**config.mk**
```make
export PLATFORM = sky130hd
export DESIGN_NAME = static_buff_ctrl_flat
export DESIGN_NICKNAME = d
export VERILOG_FILES = /design/src/rtl/static_buff_pkg.sv /design/src/rtl/static_buff_ctrl_if.sv /design/src/rtl/static_buff_ctrl_rr_arb.sv /design/src/rtl/static_buff_ctrl.sv /design/src/flat_wrapper.sv
export SDC_FILE = /design/constraint.sdc
export NUM_CORES = 1
export LEC_CHECK = 0
export ABC_AREA = 1
export BUFFER_PORTS_ARGS = -buffer_cell sky130_fd_sc_hd__buf_4
export CORE_MARGIN = 2
export CORE_UTILIZATION = 40
export CTS_CLUSTER_DIAMETER = 80
export DETAILED_ROUTE_END_ITERATION = 7
export PLACE_DENSITY = 0.69
export SYNTH_ARGS = -nofsm -noshare
export SYNTH_HDL_FRONTEND = slang
export SYNTH_SLANG_ARGS = --single-unit
export TNS_END_PERCENT = 30
```
**constraint.sdc**
```tcl
create_clock -name clk -period 4.3 [get_ports clk]
set_input_delay 0.43 -clock clk [delete_from_list [all_inputs] [get_ports clk]]
set_output_delay 0.43 -clock clk [all_outputs]
set_load 0.02 [all_outputs]
```
**src/rtl/static_buff_pkg.sv**
```systemverilog
// Shared types and default widths for the static_buff initiator-side controller.
package static_buff_pkg;

    typedef enum logic {INIT = 1'b0, RUN = 1'b1} state_e;

    // $clog2 floored at 1 so single-entry configurations still get a usable field width.
    function automatic int clog2_min1(input int n);
        return (n > 1) ? $clog2(n) : 1;
    endfunction

    localparam int NUMELEM_DEF = 4;
    localparam int NUMFIFO_DEF = 8;
    localparam int BITFIFO     = clog2_min1(NUMFIFO_DEF);
    localparam int BITELEM     = clog2_min1(NUMELEM_DEF);

endpackage

```
**src/rtl/static_buff_ctrl_if.sv**
```systemverilog
// Producer, consumer and buffer-command signals of static_buff_ctrl.
interface static_buff_ctrl_if #(
    parameter int NUMFIFO = 8,
    parameter int BITDATA = 4,
    parameter int BITFIFO = (NUMFIFO > 1) ? $clog2(NUMFIFO) : 1
);
    logic               enq_vld;
    logic [BITFIFO-1:0] enq_prt;
    logic [BITDATA-1:0] enq_din;
    logic               enq_rdy;
    logic [NUMFIFO-1:0] deq_req;
    logic               deq_vld;
    logic [BITFIFO-1:0] deq_prt;
    logic [BITDATA-1:0] deq_dout;
    logic [NUMFIFO-1:0] full;
    logic [NUMFIFO-1:0] empty;
    logic               buf_ready;
    logic               push;
    logic [BITFIFO-1:0] pu_prt;
    logic [BITDATA-1:0] pu_din;
    logic               pop;
    logic [BITFIFO-1:0] po_prt;
    logic [BITDATA-1:0] po_dout;

    modport master (
        input  enq_vld, enq_prt, enq_din, deq_req, buf_ready, po_dout,
        output enq_rdy, deq_vld, deq_prt, deq_dout, full, empty,
               push, pu_prt, pu_din, pop, po_prt
    );

    modport slave (
        output enq_vld, enq_prt, enq_din, deq_req, buf_ready, po_dout,
        input  enq_rdy, deq_vld, deq_prt, deq_dout, full, empty,
               push, pu_prt, pu_din, pop, po_prt
    );
endinterface

```
**src/rtl/static_buff_ctrl_rr_arb.sv**
```systemverilog
// Round-robin arbiter: lowest request at or after the pointer wins; pointer moves past the winner.
module rr_arb #(
    parameter int N = 8,
    parameter int W = (N > 1) ? $clog2(N) : 1
) (
    input  logic         clk,
    input  logic         rst,
    input  logic [N-1:0] req,
    output logic         gnt_vld,
    output logic [W-1:0] gnt_idx
);
    logic [W-1:0] ptr_q, ptr_d;
    logic [W-1:0] idx;

    always_comb begin
        gnt_vld = |req;
        gnt_idx = '0;
        idx     = '0;
        // Scan from farthest to nearest so the closest requester to ptr is the last write.
        for (int k = N - 1; k >= 0; k--) begin
            idx = W'((int'(ptr_q) + k) % N);
            if (req[idx]) gnt_idx = idx;
        end
        ptr_d = ptr_q;
        if (gnt_vld) ptr_d = (int'(gnt_idx) == N - 1) ? '0 : gnt_idx + W'(1);
    end

    always_ff @(posedge clk) begin
        if (rst) ptr_q <= '0;
        else     ptr_q <= ptr_d;
    end
endmodule

```
**src/rtl/static_buff_ctrl.sv**
```systemverilog
// Initiator controller for static_buff: shadow occupancy, legal push/pop, round-robin pops
// and a RDLAT-deep return pipe that tags po_dout as a valid dequeue beat.
module static_buff_ctrl
    import static_buff_pkg::*;
#(
    parameter int NUMELEM = 4,
    parameter int BITDATA = 4,
    parameter int NUMFIFO = 8,
    parameter int RDLAT   = 1
) (
    input  logic                 clk,
    input  logic                 rst,
    static_buff_ctrl_if.master   bus
);
    localparam int PRT_W = clog2_min1(NUMFIFO);
    localparam int CNT_W = clog2_min1(NUMELEM) + 1;
    localparam logic [CNT_W-1:0] CNT_MAX = CNT_W'(NUMELEM);

    state_e                          state_q, state_d;
    logic [NUMFIFO-1:0][CNT_W-1:0]   cnt_q, cnt_d;
    logic [RDLAT-1:0]                ret_vld_q, ret_vld_d;
    logic [RDLAT-1:0][PRT_W-1:0]     ret_prt_q, ret_prt_d;

    logic               run, enq_rdy, push, pop, deq_vld, inc, dec;
    logic [NUMFIFO-1:0] full_v, empty_v, cand;
    logic               gnt_vld;
    logic [PRT_W-1:0]   gnt_idx;

    always_comb begin
        for (int i = 0; i < NUMFIFO; i++) begin
            full_v[i]  = (cnt_q[i] == CNT_MAX);
            empty_v[i] = (cnt_q[i] == '0);
        end
    end

    // Everything is held off while rst is high so the reset cycle itself shows reset values.
    assign run     = (state_q == RUN) && !rst;
    assign enq_rdy = run && !full_v[bus.enq_prt];
    assign push    = bus.enq_vld && enq_rdy;
    // Candidates use pre-push counts: a FIFO being filled this cycle is not yet poppable.
    assign cand    = run ? (bus.deq_req & ~empty_v) : '0;

    rr_arb #(.N(NUMFIFO), .W(PRT_W)) u_arb (
        .clk     (clk),
        .rst     (rst),
        .req     (cand),
        .gnt_vld (gnt_vld),
        .gnt_idx (gnt_idx)
    );

    assign pop = gnt_vld;

    always_comb begin
        state_d = state_q;
        if (state_q == INIT && bus.buf_ready) state_d = RUN;

        cnt_d = cnt_q;
        inc   = 1'b0;
        dec   = 1'b0;
        for (int i = 0; i < NUMFIFO; i++) begin
            inc = push && (bus.enq_prt == PRT_W'(i));
            dec = pop  && (gnt_idx     == PRT_W'(i));
            if (inc && !dec)      cnt_d[i] = cnt_q[i] + CNT_W'(1);
            else if (dec && !inc) cnt_d[i] = cnt_q[i] - CNT_W'(1);
        end

        ret_vld_d    = ret_vld_q;
        ret_prt_d    = ret_prt_q;
        ret_vld_d[0] = pop;
        ret_prt_d[0] = gnt_idx;
        for (int i = 1; i < RDLAT; i++) begin
            ret_vld_d[i] = ret_vld_q[i-1];
            ret_prt_d[i] = ret_prt_q[i-1];
        end
    end

    always_ff @(posedge clk) begin
        if (rst) begin
            state_q   <= INIT;
            cnt_q     <= '0;
            ret_vld_q <= '0;
            ret_prt_q <= '0;
        end else begin
            state_q   <= state_d;
            cnt_q     <= cnt_d;
            ret_vld_q <= ret_vld_d;
            ret_prt_q <= ret_prt_d;
        end
    end

    assign deq_vld      = ret_vld_q[RDLAT-1] && !rst;
    assign bus.deq_vld  = deq_vld;
    assign bus.deq_prt  = deq_vld ? ret_prt_q[RDLAT-1] : '0;
    assign bus.deq_dout = deq_vld ? bus.po_dout : '0;

    assign bus.enq_rdy = enq_rdy;
    assign bus.full    = full_v;
    assign bus.empty   = empty_v;
    assign bus.push    = push;
    assign bus.pu_prt  = bus.enq_prt;
    assign bus.pu_din  = bus.enq_din;
    assign bus.pop     = pop;
    assign bus.po_prt  = gnt_idx;
endmodule

```
**src/flat_wrapper.sv**
```systemverilog
// flat-port wrapper written by rule: the top's interface ports become plain ports
module static_buff_ctrl_flat import static_buff_pkg::*;
#(
    parameter int NUMELEM = 4,
    parameter int BITDATA = 4,
    parameter int NUMFIFO = 8,
    parameter int RDLAT   = 1
)
  (clk, rst, bus_enq_vld, bus_enq_prt, bus_enq_din, bus_deq_req, bus_buf_ready, bus_po_dout, bus_enq_rdy, bus_deq_vld, bus_deq_prt, bus_deq_dout, bus_full, bus_empty, bus_push, bus_pu_prt, bus_pu_din, bus_pop, bus_po_prt);
  static_buff_ctrl_if #(.NUMFIFO(NUMFIFO), .BITDATA(BITDATA)) bus_i ();
  input  logic clk;
  input  logic rst;
  input wire logic [$bits(bus_i.enq_vld)-1:0] bus_enq_vld;
  input wire logic [$bits(bus_i.enq_prt)-1:0] bus_enq_prt;
  input wire logic [$bits(bus_i.enq_din)-1:0] bus_enq_din;
  input wire logic [$bits(bus_i.deq_req)-1:0] bus_deq_req;
  input wire logic [$bits(bus_i.buf_ready)-1:0] bus_buf_ready;
  input wire logic [$bits(bus_i.po_dout)-1:0] bus_po_dout;
  output wire logic [$bits(bus_i.enq_rdy)-1:0] bus_enq_rdy;
  output wire logic [$bits(bus_i.deq_vld)-1:0] bus_deq_vld;
  output wire logic [$bits(bus_i.deq_prt)-1:0] bus_deq_prt;
  output wire logic [$bits(bus_i.deq_dout)-1:0] bus_deq_dout;
  output wire logic [$bits(bus_i.full)-1:0] bus_full;
  output wire logic [$bits(bus_i.empty)-1:0] bus_empty;
  output wire logic [$bits(bus_i.push)-1:0] bus_push;
  output wire logic [$bits(bus_i.pu_prt)-1:0] bus_pu_prt;
  output wire logic [$bits(bus_i.pu_din)-1:0] bus_pu_din;
  output wire logic [$bits(bus_i.pop)-1:0] bus_pop;
  output wire logic [$bits(bus_i.po_prt)-1:0] bus_po_prt;
  assign bus_i.enq_vld = bus_enq_vld;
  assign bus_i.enq_prt = bus_enq_prt;
  assign bus_i.enq_din = bus_enq_din;
  assign bus_i.deq_req = bus_deq_req;
  assign bus_i.buf_ready = bus_buf_ready;
  assign bus_i.po_dout = bus_po_dout;
  assign bus_enq_rdy = bus_i.enq_rdy;
  assign bus_deq_vld = bus_i.deq_vld;
  assign bus_deq_prt = bus_i.deq_prt;
  assign bus_deq_dout = bus_i.deq_dout;
  assign bus_full = bus_i.full;
  assign bus_empty = bus_i.empty;
  assign bus_push = bus_i.push;
  assign bus_pu_prt = bus_i.pu_prt;
  assign bus_pu_din = bus_i.pu_din;
  assign bus_pop = bus_i.pop;
  assign bus_po_prt = bus_i.po_prt;
  static_buff_ctrl #(.NUMELEM(NUMELEM), .BITDATA(BITDATA), .NUMFIFO(NUMFIFO), .RDLAT(RDLAT)) u_core (.clk(clk), .rst(rst), .bus(bus_i));
endmodule
```
## Word level (Yosys, flattened, before mapping)

Index checks and enable logic that the tools add are counted.

- Register bits after elaboration: 32
- Input bits: 23
- Output and inout port bits: 37
- Word-level logic and storage cells: 191

- Add/subtract/negate cells: 24
- Order comparisons: 9
- Eq/ne operators: 23
- Muxes and demuxes: 46
- Bitwise gates (word level): 3
- Reductions and logical operators: 74

Operators by type and width:

| kind | number |
|---|---|
| 3-bit 2-to-1 mux | 26 |
| 3-bit equality test (second input constant) | 16 |
| 1-bit logical AND | 37 |
| 3-bit by 4-bit less-than comparator with 1-bit output (second input constant) | 9 |
| 3-bit by 1-bit adder with 3-bit output (second input constant) | 10 |
| 3-bit zero test | 10 |
| 1-bit binary-select mux with 3-bit select | 9 |
| 3-bit by 1-bit subtractor with 3-bit output (second input constant) | 8 |
| 1-bit zero test | 18 |
| 2-bit nonzero test | 8 |
| 3-bit adder (second input constant) | 4 |
| 3-bit by 2-bit equality test with 1-bit output (second input constant) | 4 |
| 3-bit by 1-bit equality test with 1-bit output (second input constant) | 3 |
| 1-bit 2-to-1 mux | 9 |
| 8-bit AND | 1 |
| 8-bit 2-to-1 mux | 1 |
| 8-bit NOT | 1 |
| 8-bit OR reduction | 1 |
| 3-bit by 2-bit adder with 3-bit output (second input constant) | 2 |
| 4-bit 2-to-1 mux | 1 |
| 1-bit NOT | 1 |

## Longest topological paths before layout

- Depth after elaboration: 19
- Mapped depth: 28
- Gate-level depth less buffers: 28

## Cells and area by module

Synthesis repeated with hierarchy kept, for this count alone.

- Cell total of the unflattened synthesis: 418
- Area total of the unflattened synthesis: 2757.6 sq um

Modules (own cells, without submodules):

| module | instances | cells an instance | area an instance (sq um) | sequential area each (sq um) |
|---|---|---|---|---|
| static_buff_ctrl | 1 | 277 | 1924.3 | 580.6 |
| rr_arb | 1 | 141 | 833.3 | 60.1 |

## Least setup slack after synthesis

Ideal clock, no wire load.

- Kind: reg2reg
- Start: register u_core.u_arb.ptr_q[1]
- End: register u_core.cnt_q[11] (netlist bit)
- Library setup time: 0.122 ns
- Arrival time: 3.394 ns
- Data required time: 4.178 ns
- Slack: 0.784 ns
- Stages on the path, launching flop included: 26
- Buffers on the path: 1
- Clock period less this slack: 3.516 ns
- Cell sequence: dfxtp_1 buf_2 inv_2 ha_1 inv_1 nand3_1 nand3_2 nand2_2 a21oi_1 nand2_1 nand2_1 nand2_1 nand2_1 nand2_1 nand2_1 nand2_1 ha_1 ha_1 nand2_1 ha_1 inv_1 fa_1 a21oi_1 o21ai_0 o21ai_0 a21oi_1

- Word-level cells in the longest chain between the ends: 16
- Elaborated cells between the ends (all ways): 38
- Classes of those cells: add/sub (7); eq/ne (1); mux (25); reduce/logical (5)

Ends and longest elaborated chain:

| element | RTL line | source |
|---|---|---|
| from (decl) | static_buff_ctrl_rr_arb.sv:12 | `logic [W-1:0] ptr_q, ptr_d;` |
| from (signal assigned) | static_buff_ctrl_rr_arb.sv:30 | `else ptr_q <= ptr_d;` |
| 3-bit adder | static_buff_ctrl_rr_arb.sv:21 | `idx = W'((int'(ptr_q) + k) % N);` |
| 1-bit binary-select mux with 3-bit select | static_buff_ctrl_rr_arb.sv:22 | `if (req[idx]) gnt_idx = idx;` |
| 1-bit 2-to-1 mux (not written as such) | static_buff_ctrl_rr_arb.sv:22 |  |
| 3-bit 2-to-1 mux (7 in a row) | static_buff_ctrl_rr_arb.sv:22 |  |
| 3-bit 2-to-1 mux * | static_buff_ctrl_rr_arb.sv:22 |  |
| named net bus_po_prt[1] | flat_wrapper.sv:29 | `output wire logic [$bits(bus_i.po_prt)-1:0] bus_po_prt;` |
| 3-bit by 2-bit equality test with 1-bit output * | static_buff_ctrl.sv:62 | `dec = pop && (gnt_idx == PRT_W'(i));` |
| 1-bit logical AND * | static_buff_ctrl.sv:62 |  |
| 1-bit zero test | static_buff_ctrl.sv:63 | `if (inc && !dec) cnt_d[i] = cnt_q[i] + CNT_W'(1);` |
| 1-bit logical AND | static_buff_ctrl.sv:63 |  |
| 3-bit 2-to-1 mux or 2-bit nonzero test (tied branches) | n/a |  |
| to (signal assigned) | static_buff_ctrl.sv:85 | `cnt_q <= cnt_d;` |
| to (decl) | static_buff_ctrl.sv:20 | `logic [NUMFIFO-1:0][CNT_W-1:0] cnt_q, cnt_d;` |

The timed path passes the listed nets; every way through them passes the cells marked *. The select of a mux whose other input is x is not followed.
A chain may end at the register's enable or synchronous reset.

## Worst setup path in the final report

- Start: register u_core.u_arb.ptr_q[1]
- End: register u_core.cnt_q[11] (netlist bit)

- Word-level cells in the longest chain between the ends: 16
- Elaborated cells between the ends (all ways): 38
- Classes of those cells: add/sub (7); eq/ne (1); mux (25); reduce/logical (5)

Ends and longest elaborated chain:

| element | RTL line |
|---|---|
| 3-bit adder | static_buff_ctrl_rr_arb.sv:21 |
| 1-bit binary-select mux with 3-bit select | static_buff_ctrl_rr_arb.sv:22 |
| 1-bit 2-to-1 mux (not written as such) | static_buff_ctrl_rr_arb.sv:22 |
| 3-bit 2-to-1 mux (7 in a row) | static_buff_ctrl_rr_arb.sv:22 |
| 3-bit 2-to-1 mux * | static_buff_ctrl_rr_arb.sv:22 |
| 3-bit by 2-bit equality test with 1-bit output * | static_buff_ctrl.sv:62 |
| 1-bit logical AND * | static_buff_ctrl.sv:62 |
| 1-bit zero test | static_buff_ctrl.sv:63 |
| 1-bit logical AND | static_buff_ctrl.sv:63 |
| 3-bit 2-to-1 mux or 2-bit nonzero test (tied branches) | n/a |

Every way passes the cells marked *; elsewhere a longest branch is shown, timed or not. The select of a mux whose other input is x is not followed.

==> summary.txt <==
Synthesis
  • Synthesized Nets: around 470
  • Syn_area_per_cell: 6.68 um2
  • #FFs+latches synth: 32
  • Synth async-reset ratio: 0%
  • Yosys warning count: 0
  • Post-synth EDFFs: 0
  • Ys flop type: dfxtp_1
  • Post-Syn Area: roughly 2800 um2
  • Post-synthesis sequential area ratio: between 20% and 30%
  • Post-synthesis cell type count: 30
  • Cell count after synthesis: 420

Worst setup path
  • Internal reg-to-reg setup slack: about 500 ps
  • Critical path capture point type: flip-flop
  • Crit-path max FO: 9
  • Worst r2r path cells: 24
  • Worst r2r src: u_core.u_arb.ptr_q[1]
  • CP Data Required Time: approximately 4500 ps
  • CP Launch Type: flip-flop
  • Crit Path Category: reg2reg
  • CP arrival: about 4000 ps
  • Reg2Reg Capture Point: u_core.cnt_q[11]

Run status
  • Status: finished, final reports clean

Power and ir drop
  • Total chip power: between 2 and 3 mW
  • Leakage: around 1.6 nW
  • VDD IR max: 0.484 mV
  • Pwr/cell area: 814 nW/um2

Clock tree
  • Clock slew at reported path FFs: around 70 ps
  • Clock Tree Root: clkbuf_8
  • TritonCTS clock tree: built
  • CTS HTree Levels: 2
  • Hold_buf cts: 0
  • Clock Latency Late Sink: between 200 and 300 ps
  • Clock Tree Buf Depth: 2
  • Postcts setup bufs: 0
  • CTS sink cnt: 32
  • Number of buffers created by CTS: 5
  • Post-CTS resize count: 0

Cells and area
  • Area grow syn2layout: 19.0%
  • Post-layout util: 49.1%
  • Layout Cell Area excl Fill: approximately 3300 um2
  • Share of cells above drive strength 1: a little under a quarter
  • # nets final: around 500
  • Post-Layout Cell Count: roughly 570
  • Ant diodes: 0

Place
  • Gp weighted congestion: just over 0.9
  • Hpwl dp: about 5400 um
  • Area of placed instances: roughly 3200 um2
  • Buffers on Ports: a little over 50
  • Placed instance count: between 500 and 600
  • DP Worst Slack: between 500 and 600 ps

Min path
  • Worst Hold End: u_core.state_q
  • Hold-critical path depth: 3
  • HP Class: in2reg
  • Hold Path Origin: bus_buf_ready

Route
  • Drt first pass iters: 5
  • WL/cell: between 10 and 15 um
  • Initial DRC count: roughly 130
  • ANT nets after route: 0
  • Routed WL: ~6600 um
  • Vias after detailed routing: about 2700
  • DRC viols: 0
  • Drt via density: ~4.8

Job
  • MaxCap Viol Count: 0

STA
  • TNS Setup: 0 ps
  • Least-Margin Pin Slew: slightly below 400 ps
  • Min Tclk post-route: approximately 3800 ps
  • RSZ-0062 raised after global routing: no
  • Final Max Tran Viols: 0
  • Worst path setup slack after routing: ~500 ps
  • Fmax: about 260 MHz
  • # setup viols final: 0
  • Clk_skew: between 5 and 6 ps
  • Hold violation count in the final report: 0
  • Period utilisation layout: between 80% and 90%
  • Slew HR: about three quarters
  • Final hold slack: between 300 and 400 ps

Floorplan
  • Initial Utilization: around two fifths
  • Die area: roughly 7700 um2
  • Core area: a little under 7000 um2
  • Core Rows: 30
  • Die X: 87.7 um
  • # IOs: 60
  • Die height: between 80 and 90 um

GRT
  • Vias in the first global route: 2456
  • Initial antenna violation count: 0
  • Largest net degree at the start of global routing: 28
  • First-pass GRT wire length: 11600 um
  • GRT Resource Usage Total: a little under a fifth
  • Grt ovf: 0
## cell usage after synthesis (all sizes together), types with 2 or more instances
library cell  instances  area [um2]
nor2                 55         259
xor2                  3        26.3
xnor2                 2        17.5
dfxtp                32         641
inv                  83         314
a21oi                35         175
nand2                67         295
nand3                60         380
ha                   16         200
buf                  11        71.3
nor3                  7        35.0
o21ai                33         165
nand4                 2        12.5
fa                    8         160
## area by class of cell
class,count,area [um2]
flip-flops and latches,32,641
multi-input cells,293,1780
repair buffers,53,398
clock buffers,8,90.1
fillers,671,3460
inverters,83,314
well taps,96,120
## how the worst max path moves through the flow
stage | start | to | slack, ps | cells after the start
after floorplan | u_core.u_arb.ptr_q[1] | u_core.cnt_q[11] | 780 | 25
after global placement | u_core.u_arb.ptr_q[1] | u_core.cnt_q[23] | 660 | 24
after detailed placement | u_core.u_arb.ptr_q[1] | u_core.cnt_q[11] | 520 | 24
after CTS | u_core.u_arb.ptr_q[1] | u_core.cnt_q[23] | 520 | 24
after global routing | u_core.u_arb.ptr_q[1] | u_core.cnt_q[11] | 20 | 24
final | u_core.u_arb.ptr_q[1] | u_core.cnt_q[11] | 500 | 24
## registers in the layout, summed over array words and instances, names as in the netlist
register            flops
u_core.cnt_q           24
u_core.ret_prt_q        3
u_core.u_arb.ptr_q      3
u_core.ret_vld_q        1
u_core.state_q          1
## report_power, final
part           leakage [nW]  switching, mW  internal (mW)
Clock                0.0455          0.109          0.131
Sequential            0.261         0.0700          0.381
Combinational          1.33           1.31          0.720
## layout by cell type (no fill, tap or decap), types with 2 or more instances in the layout
cell type	n
inv_2	13
o21ai_0	33
nor2_1	46
nand2_4	2
clkbuf_1	2
nand2_2	5
nor3_1	7
nand3_1	44
nand2_1	59
xnor2_1	2
a21oi_1	35
xor2_1	3
nor2_2	3
clkbuf_8	6
inv_1	69
dfxtp_1	32
nand4_1	2
ha_1	16
buf_4	53
nand3_2	16
nor2_4	6
fa_1	8
## worst max-delay path, cell delays in order, from the launching register on
cell	delay, ps
dfxtp_1	500
inv_2	160
ha_1	390
inv_1	230
nand3_1	140
nand3_2	100
nand2_2	70
a21oi_1	120
nand2_1	60
nand2_1	50
nand2_1	40
nand2_1	60
nand2_1	60
nand2_1	80
nand2_1	90
ha_1	220
ha_1	200
nand2_1	60
ha_1	140
inv_1	60
fa_1	370
a21oi_1	140
o21ai_0	120
o21ai_0	170
a21oi_1	50
## logic make-up after synthesis
kind of cell / Yosys count / share of synthesized area [%]
AND/OR/NAND/NOR: 192 / 35.2
buffers and inverters: 95 / 13.9
AO/OA/AOI/OAI: 72 / 13.6
flip-flops: 32 / 22.8
adder cells (fa/ha/maj): 24 / 12.8
XOR/XNOR: 5 / 1.56
## routing by layer
layer  track usage, %  vias up  share of wire (%)  wire, um
met5                0        -                  0         0
met4             3.50        0               0.45        30
met3             3.49        6                5.7       377
met2             30.2       64                 44      2910
met1             26.1     1184                 50      3300
li1                 -     1438                  -         -
(Power assumes the default switching activity.)
